<file path="config.mk">
export PLATFORM = sky130hd
export DESIGN_NAME = pc_next_unit
export DESIGN_NICKNAME = d
export VERILOG_FILES = /design/src/rtl/pc_next_unit.sv
export SDC_FILE = /design/constraint.sdc
export NUM_CORES = 1
export LEC_CHECK = 0
export ABC_AREA = 1
export CAP_MARGIN = 20
export CORE_MARGIN = 5
export CORE_UTILIZATION = 28
export DETAILED_ROUTE_END_ITERATION = 8
export HOLD_SLACK_MARGIN = 0.02
export SYNTH_ARGS = -nofsm -noshare
export SYNTH_HDL_FRONTEND = slang
export SYNTH_SLANG_ARGS = --single-unit
</file>
<file path="constraint.sdc">
create_clock -name i_clk -period 9.6 [get_ports i_clk]
set_input_delay 1.92 -clock i_clk [delete_from_list [all_inputs] [get_ports i_clk]]
set_output_delay 1.92 -clock i_clk [all_outputs]
set_load 0.01 [all_outputs]
</file>
<file path="src/rtl/pc_next_unit.sv">
// pc_next_unit: holds the fetch PC and picks the next one (sequential, branch or jalr).
// Latency: o_imem_addr is the PC register; o_if_valid/o_pc_if follow an accepted fetch by one cycle.
// Backpressure: i_stall or a low i_imem_ready holds the PC; misaligned targets trap until reset.
//
// Ports:
//   i_clk, i_rst                  clock, asynchronous active-high reset
//   i_prePCSrc, i_ex_valid        redirect request from EX (bit1 jalr, bit0 taken branch)
//   i_pc_ex, i_imm_ex, i_rs1_ex   operands for the redirect target
//   i_stall, i_imem_ready         decode backpressure, instruction-memory handshake
//   o_imem_req, o_imem_addr       fetch request and address
//   o_if_valid, o_pc_if           IF/ID slot valid and its PC
//   o_flush                       kill IF/ID and ID/EX (combinational)
//   o_misaligned, o_bad_target    sticky misaligned-target trap and the offending address
module pc_next_unit #(
  parameter logic [31:0] RESET_PC = 32'h0000_0000
) (
  input  logic        i_clk,
  input  logic        i_rst,
  input  logic [1:0]  i_prePCSrc,
  input  logic        i_ex_valid,
  input  logic [31:0] i_pc_ex,
  input  logic [31:0] i_imm_ex,
  input  logic [31:0] i_rs1_ex,
  input  logic        i_stall,
  input  logic        i_imem_ready,
  output logic        o_imem_req,
  output logic [31:0] o_imem_addr,
  output logic        o_if_valid,
  output logic [31:0] o_pc_if,
  output logic        o_flush,
  output logic        o_misaligned,
  output logic [31:0] o_bad_target
);

  typedef enum logic [1:0] {
    ST_IDLE  = 2'd0,
    ST_FETCH = 2'd1,
    ST_TRAP  = 2'd2
  } state_t;

  state_t      r_state;
  state_t      w_state_nxt;
  logic [31:0] r_pc;
  logic [31:0] w_pc_nxt;
  logic [31:0] w_jalr_sum;
  logic [31:0] w_br_sum;
  logic [31:0] w_target;
  logic        w_in_fetch;
  logic        w_redir;
  logic        w_misal;
  logic        w_accept;
  logic        w_take;

  // Both sums wrap modulo 2^32; jalr clears bit 0 of its sum.
  assign w_jalr_sum = i_rs1_ex + i_imm_ex;
  assign w_br_sum   = i_pc_ex + i_imm_ex;
  assign w_target   = i_prePCSrc[1] ? (w_jalr_sum & ~32'h1) : w_br_sum;
  assign w_misal    = |w_target[1:0];

  assign w_in_fetch = (r_state == ST_FETCH);
  // i_ex_valid gates i_prePCSrc first so an undriven select cannot leak through.
  assign w_redir    = w_in_fetch & i_ex_valid & (|i_prePCSrc);
  assign w_accept   = o_imem_req & i_imem_ready;
  // A fetch accepted while a redirect happens belongs to the wrong path.
  assign w_take     = w_accept & ~i_stall & ~w_redir;

  assign o_imem_req  = w_in_fetch;
  assign o_imem_addr = r_pc;
  assign o_flush     = w_redir;

  always_comb begin
    w_state_nxt = r_state;
    w_pc_nxt    = r_pc;
    case (r_state)
      ST_IDLE: begin
        w_state_nxt = ST_FETCH;
      end
      ST_FETCH: begin
        if (w_redir) begin
          if (w_misal) begin
            w_state_nxt = ST_TRAP;
          end else begin
            w_pc_nxt = w_target;
          end
        end else if (w_accept && !i_stall) begin
          w_pc_nxt = r_pc + 32'd4;
        end
      end
      ST_TRAP: begin
        w_state_nxt = ST_TRAP;
      end
      default: begin
        w_state_nxt = ST_IDLE;
      end
    endcase
  end

  always_ff @(posedge i_clk or posedge i_rst) begin
    if (i_rst) begin
      r_state <= ST_IDLE;
      r_pc    <= RESET_PC;
    end else begin
      r_state <= w_state_nxt;
      r_pc    <= w_pc_nxt;
    end
  end

  always_ff @(posedge i_clk or posedge i_rst) begin
    if (i_rst) begin
      o_if_valid <= 1'b0;
      o_pc_if    <= 32'h0;
    end else begin
      o_if_valid <= w_take;
      if (w_take) begin
        o_pc_if <= r_pc;
      end
    end
  end

  // Trap capture happens once; TRAP never re-enters FETCH, so the values stay sticky.
  always_ff @(posedge i_clk or posedge i_rst) begin
    if (i_rst) begin
      o_misaligned <= 1'b0;
      o_bad_target <= 32'h0;
    end else if (w_redir && w_misal) begin
      o_misaligned <= 1'b1;
      o_bad_target <= w_target;
    end
  end

endmodule

</file>
==> results of run 1 <==
-- registers in the layout (all words and copies together) (netlist names) --
register	count
o_if_valid	1
o_imem_addr	32
o_pc_if	32
o_misaligned	1
r_state	2
o_bad_target	32
-- power groups by stage --
stage,logic (mW),clock network (mW),registers (mW)
final,1.18,0.387,0.768
after global routing,1.31,0.411,0.788
after CTS,1.19,0.398,0.766
after detailed placement,1.19,0,0.774
after global placement,1.17,0,0.772
after floorplan,0.548,0,0.784
-- cell type report --
| class | count | area, µm² |
|---|---|---|
| clock buffer | 9 | 225 |
| clock inverter | 7 | 92.6 |
| tap | 461 | 577 |
| multi-input combinational | 1286 | 6120 |
| inverter | 301 | 1130 |
| timing repair buffer | 208 | 2070 |
| sequential | 100 | 2500 |
| fill | 3951 | 22500 |
-- layout by cell type (no fill, tap or decap), types with 10 or more instances in the layout --
cell             synthesis  layout
nand2_1                719     719
inv_1                  296     295
clkdlybuf4s50_1          0     202
nor2_1                 134     134
nand3_1                120     120
dfrtp_1                100     100
o21ai_0                 70      70
ha_1                    64      64
a21oi_1                 63      63
xor2_1                  13      13
nor3_1                  12      12
nand3b_1                10      10
a31oi_1                 10      10
-- worst max-delay path: stages --
cell,delay [ns]
clkdlybuf4s50_1,0.45
buf_4,0.39
nor2_2,0.11
nor2_4,0.24
buf_4,0.39
clkdlybuf4s50_1,0.64
-- layer usage --
layer / GRT usage / share of wire / vias to the layer above
met2: 0.304 / 0.46 / 303
met1: 0.258 / 0.47 / 4904
met5: 0 / 0 / -
met3: 0.0140 / 0.054 / 22
li1: - / - / 5685
met4: 0.0365 / 0.012 / 0
-- cells by family (layout without fill, tap and decap cells) --
group / Yosys count / in the layout / share of synthesized area
DFF: 100 / 100 / 0.252
adders and majority gates: 66 / 66 / 0.0848
buffers and inverters: 334 / 525 / 0.130
xor gates and xnor gates: 15 / 15 / 0.0133
AOI/OAI and AO/OA: 167 / 167 / 0.0905
and+or+nand+nor: 1037 / 1037 / 0.428
muxes: 1 / 1 / 0.00101
-- per-stage QoR --
step                      cells  cell area [µm²]  worst slack, ns  hold slack (ns)
after CTS                  2372            12700             3.50            0.485
after global routing       2372            12700             3.43            0.507
after detailed placement   2356            12400             3.50            0.465
after floorplan            1720             9910             5.06            0.509
final                      2372            12700             3.50            0.482
after global placement     2356            12400             3.54            0.462
-- path summary, 6_finish.rpt --
kind / from / endpoint / slack [ns] / depth (start not counted)
max: i_prePCSrc[1] / o_flush / 3.50 / 6
min: o_pc_if[6] / o_pc_if[6] / 0.48 / 2
max reg2reg: r_state[1] / o_imem_addr[12] / 5.63 / 12
min reg2reg: o_pc_if[6] / o_pc_if[6] / 0.48 / 2
max in group asynchronous: i_rst / o_imem_addr[22] / 6.43 / 3
min in group asynchronous: i_rst / o_pc_if[6] / 1.95 / 2
==> summary.md, run 1 <==
| Metric | Value |
|---|---|
| Final Skew | 0.0127 ns |
| Tcrit/Tclk final | 0.635 |
| Period minus WS final | 6.10 ns |
| FF+latch count, synth | 100 |
| Die Y | 198 µm |
| Pin count of the biggest net entering global routing | 64 |
| Initial Util | 0.281 |
| Slew HR | 0.417 |
| Post-synthesis sequential area ratio | 0.252 |
| Syn_nets | 1889 |
| Max Cap Viol | 0 |
| Initial drt markers | 674 |
| Post-synthesis cell count | 1720 |
| Final count of pins violating max slew | 0 |
| Critical Path End Type | primary output |
| Actual slew at the worst max-slew pin | 0.873 ns |
| Clock Path Buffers | 2 |
| Die area | 39300 µm² |
| Synth Cell Area | 9910 µm² |
| # diodes | 0 |
| CP Max Fanout | 34 |
| Global-route wire length before repair | 56.5 mm |
| Number of synthesized flops with an enable pin | 0 |
| Core Util, Final | 0.361 |
| Startpoint Class | input port |
| Design Power | 2.33 mW |
| Clk pwr share | 0.166 |
| Setup TNS Final | 0 ns |
| Initial antenna violation count | 0 |
| Initial DRT Pass Iterations | 5 |
| Top post-synthesis cells by count | nand2_1, inv_1, nor2_1 |
| Final setup viols | 0 |
| I/O pin cnt | 203 |
| CTS sink cnt | 100 |
| Chip width | 198 µm |
| Hold buffer count at CTS | 0 |
| WL/cell | 15.4 µm |
| RSZ-0062 raised after global routing | false |
| Top-count cell post-synth | nand2_1 |
| Root Driver | clkbuf_16 |
| Routed vias/inst | 4.60 |
| Area grow syn2layout | 28.3% |
| Netlist cell types | 44 |
| HP Class | reg -> reg |
| Arrival @ worst endpoint | 4.18 ns |
| Main synth FF type | dfrtp_1 |
| Sw power | 1.00 mW |
| Sequential Power Share | 0.329 |
| Post-DP HPWL | 30.9 mm |
| Port-buffer cells | 202 |
| PostCTS Resize Cnt | 0 |
| Total gr overflow | 0 |
| Fin nets | 2075 |
| DRC viols | 0 |
| CTS tree | yes |
| Routed WL | 36.5 mm |
| Area contributors post-synth | nand2_1, dfrtp_1, inv_1, ha_1, nand3_1 |
| Clock Pin Slew Worst Setup and Hold Paths | 0.08 ns |
| Yosys top cell by area | nand2_1 |
| Routability congestion estimate | 0.936 |
| TritonCTS Buffers | 9 |
| Vias in the first global route | 10.3k |
| Peak VDD IR | 0.000118 V |
| Synth top area share | 0.272 |
| Leak pwr | 6.90 nW |
| Post-CTS setup buffers | 0 |
| Post-route ant nets | 0 |
| Power per standard cell area | 184 nW/µm² |
| Logic pwr share | 0.505 |
| H-tree Lvls | 3 |
| CP Class | in -> out |
| Clock Latency Late Sink | 0.35 ns |
| Tot GR Track Use | 0.182 |
| Row count | 69 |
| F_max | 164 MHz |
| Syn_area_per_cell | 5.76 µm² |
| Share of cells above drive strength 1 | 0.0267 |
| Core box area | 35200 µm² |
| Internal | 1.34 mW |
| Switching part of the total | 0.428 |
| Vias | 10.9k |
| Status | completed |
| Ys async rst share | 1.00 |
| Req. time, crit path | 7.68 ns |
| Hold Fails Final Rpt | 0 |
| Syn. warnings | 0 |
Power figures use the tool's default switching activity.
==> run 2, diff against run 1 <==
- clock period: 9.6 -> 6 ns (I/O delays scaled with it)
==> summary.md, run 2 (synthesis results as in run 1) <==
| Metric | Value |
|---|---|
| DP Area | 12400 µm² (unchanged) |
| Sequential Power Share | 0.326 (-0.003) |
| CP Max Fanout | 10 (-71%) |
| RSZ-0062 raised after global routing | false |
| Slew HR | 0.376 (-0.0416) |
| Post-CTS setup buffers | 0 (unchanged) |
| Final count of pins violating max slew | 0 (unchanged) |
| Status | completed |
| Setup TNS Final | 0 ns (unchanged) |
| PostCTS Resize Cnt | 0 (unchanged) |
| Vias | 10.9k (-0.58%) |
| Sw power | 1.58 mW (+58%) |
| Post-DP HPWL | 32.0 mm (+3.3%) |
| DRC viols | 0 (unchanged) |
| CTS sink cnt | 100 (unchanged) |
| Actual slew at the worst max-slew pin | 0.935 ns (+0.0623 ns) |
| Core box area | 35200 µm² (unchanged) |
| Vias in the first global route | 10.4k (+0.048%) |
| Crit path top cell by count | clkdlybuf4s50_1 |
| Chip width | 198 µm (unchanged) |
| Worst R2R Path Depth | 10 (-2) |
| Row count | 69 (unchanged) |
| Internal | 2.13 mW (+60%) |
| Initial antenna violation count | 0 (unchanged) |
| Root Driver | clkbuf_16 |
| Critical Path End Type | primary output |
| CP startpoint | i_prePCSrc[1] |
| CP max stage cell | clkdlybuf4s50_1 |
| Slowest cell delay on critical path | 0.79 ns (+0.15 ns) |
| F_max | 245 MHz |
| Reg2reg setup slack | 2.91 ns (-2.72 ns) |
| Hold buffer count at CTS | 0 (unchanged) |
| Final Skew | 0.00934 ns (-0.00336 ns) |
| Clock Pin Slew Worst Setup and Hold Paths | 0.07 ns (about the same) |
| Req. time, crit path | 4.80 ns (-2.88 ns) |
| Post-route ant nets | 0 (unchanged) |
| H-tree Lvls | 3 (unchanged) |
| RR Endpoint | o_imem_addr[12] |
| Worst r2r src | r_state[1] |
| Switching part of the total | 0.426 (-0.00224) |
| # diodes | 0 (unchanged) |
| Routed vias/inst | 4.57 (-0.58%) |
| CP Class | in -> out |
| Setup WS pre-CTS | 1.66 ns (-1.84 ns) |
| Leak pwr | 6.90 nW (about the same) |
| Total gr overflow | 0 (unchanged) |
| Port-buffer cells | 202 (unchanged) |
| Die area | 39300 µm² (unchanged) |
| Final setup viols | 0 (unchanged) |
| Routability congestion estimate | 0.905 (-3.3%) |
| Max Cap Viol | 0 (unchanged) |
| Die Y | 198 µm (unchanged) |
| Clock Latency Late Sink | 0.35 ns (about the same) |
| Fin nets | 2075 (unchanged) |
| Post-route worst setup slack | 1.92 ns (-1.58 ns) |
| HP Class | reg -> reg |
| Initial DRT Pass Iterations | 6 (+1) |
| Tot GR Track Use | 0.185 (+0.00357) |
| Global-route wire length before repair | 57.1 mm (+1.2%) |
| Critical Path Sink | o_flush |
| Initial Util | 0.281 (unchanged) |
| Initial drt markers | 609 (-9.6%) |
| I/O pin cnt | 203 (unchanged) |
| Routed WL | 37.3 mm (+2.1%) |
| Tcrit/Tclk final | 0.680 |
| Commonest non-fill, non-tap cell in the layout | nand2_1 |
| Logic pwr share | 0.511 (+0.006) |
| WL/cell | 15.7 µm (+2.1%) |
| Hold Fails Final Rpt | 0 (unchanged) |
| Final Cell Area | 12700 µm² (about the same) |
| CTS tree | yes |
| TritonCTS Buffers | 9 (unchanged) |
| Share of cells above drive strength 1 | 0.0267 (unchanged) |
| Period minus WS final | 4.08 ns |
| Area grow syn2layout | 28.2% (about the same) |
| Placed cell count | 2356 (unchanged) |
| Arrival @ worst endpoint | 2.88 ns (-1.30 ns) |
| Clk pwr share | 0.162 (-0.004) |
| Most frequent cells in the layout | nand2_1, inv_1, clkdlybuf4s50_1 |
| Clock Path Buffers | 2 (unchanged) |
| Peak VDD IR | 0.000153 V (+30%) |
| Startpoint Class | input port |
| Pin count of the biggest net entering global routing | 59 (-7.8%) |
| Critical path cell sequence | clkdlybuf4s50_1, nor2_2, nor2_4, clkdlybuf4s50_1 |
| Final Non-Filler Cells | 2372 (unchanged) |
| Power per standard cell area | 292 nW/µm² (+59%) |
[run 2: cell count changes in the layout (fill, tap and decap cells not counted), sizes merged]
cell,before,now
clkinv,3,4
inv,304,303
[run 2: layout make-up]
cell class | count | area (µm²)
Timing Repair Buffer | 208 | 2070
Sequential cell | 100 | 2500
Tap cell | 461 | 577
Clock inverter | 7 | 81.3
Clock buffer | 9 | 225
Multi-Input combinational cell | 1286 | 6120
Fill cell | 4024 | 22500
Inverter | 301 | 1130
[run 2: critical path: cells and delay by family]
family        cells  cell delay [ns]
buf+inv           2             1.41
simple gates      2             0.26
[run 2: stage by stage]
stage,power [mW],hold slack [ns],util
6_report,3.71,0.483,0.361
4_1_cts,3.76,0.486,0.361
3_5_place_dp,3.14,0.467,0.352
5_1_grt,4.00,0.497,0.361
3_3_place_gp,3.11,0.461,0.352
2_1_floorplan,2.13,0.509,-
[run 2: how the worst min path moves through the flow]
stage                     depth (start not counted)             from              end
final                                             2      o_pc_if[11]      o_pc_if[11]
after global placement                            2      o_pc_if[19]      o_pc_if[19]
after floorplan                                   2  o_bad_target[1]  o_bad_target[1]
after global routing                              2  o_bad_target[3]  o_bad_target[3]
after CTS                                         2      o_pc_if[19]      o_pc_if[19]
after detailed placement                          2      o_pc_if[11]      o_pc_if[11]
[run 2: power by group through the flow]
stage,Combinational [mW],Sequential [mW],Clock [mW]
2_1_floorplan,0.877,1.25,0
3_3_place_gp,1.89,1.22,0
3_5_place_dp,1.92,1.22,0
4_1_cts,1.92,1.21,0.619
5_1_grt,2.10,1.25,0.644
6_report,1.90,1.21,0.603
[run 2: per-layer routing]
layer | track usage | share of wire | up-vias
met5 | 0 | 0 | -
met4 | 0.0377 | 0.014 | 0
met3 | 0.0143 | 0.041 | 22
met2 | 0.312 | 0.47 | 259
met1 | 0.261 | 0.48 | 4892
li1 | - | - | 5678
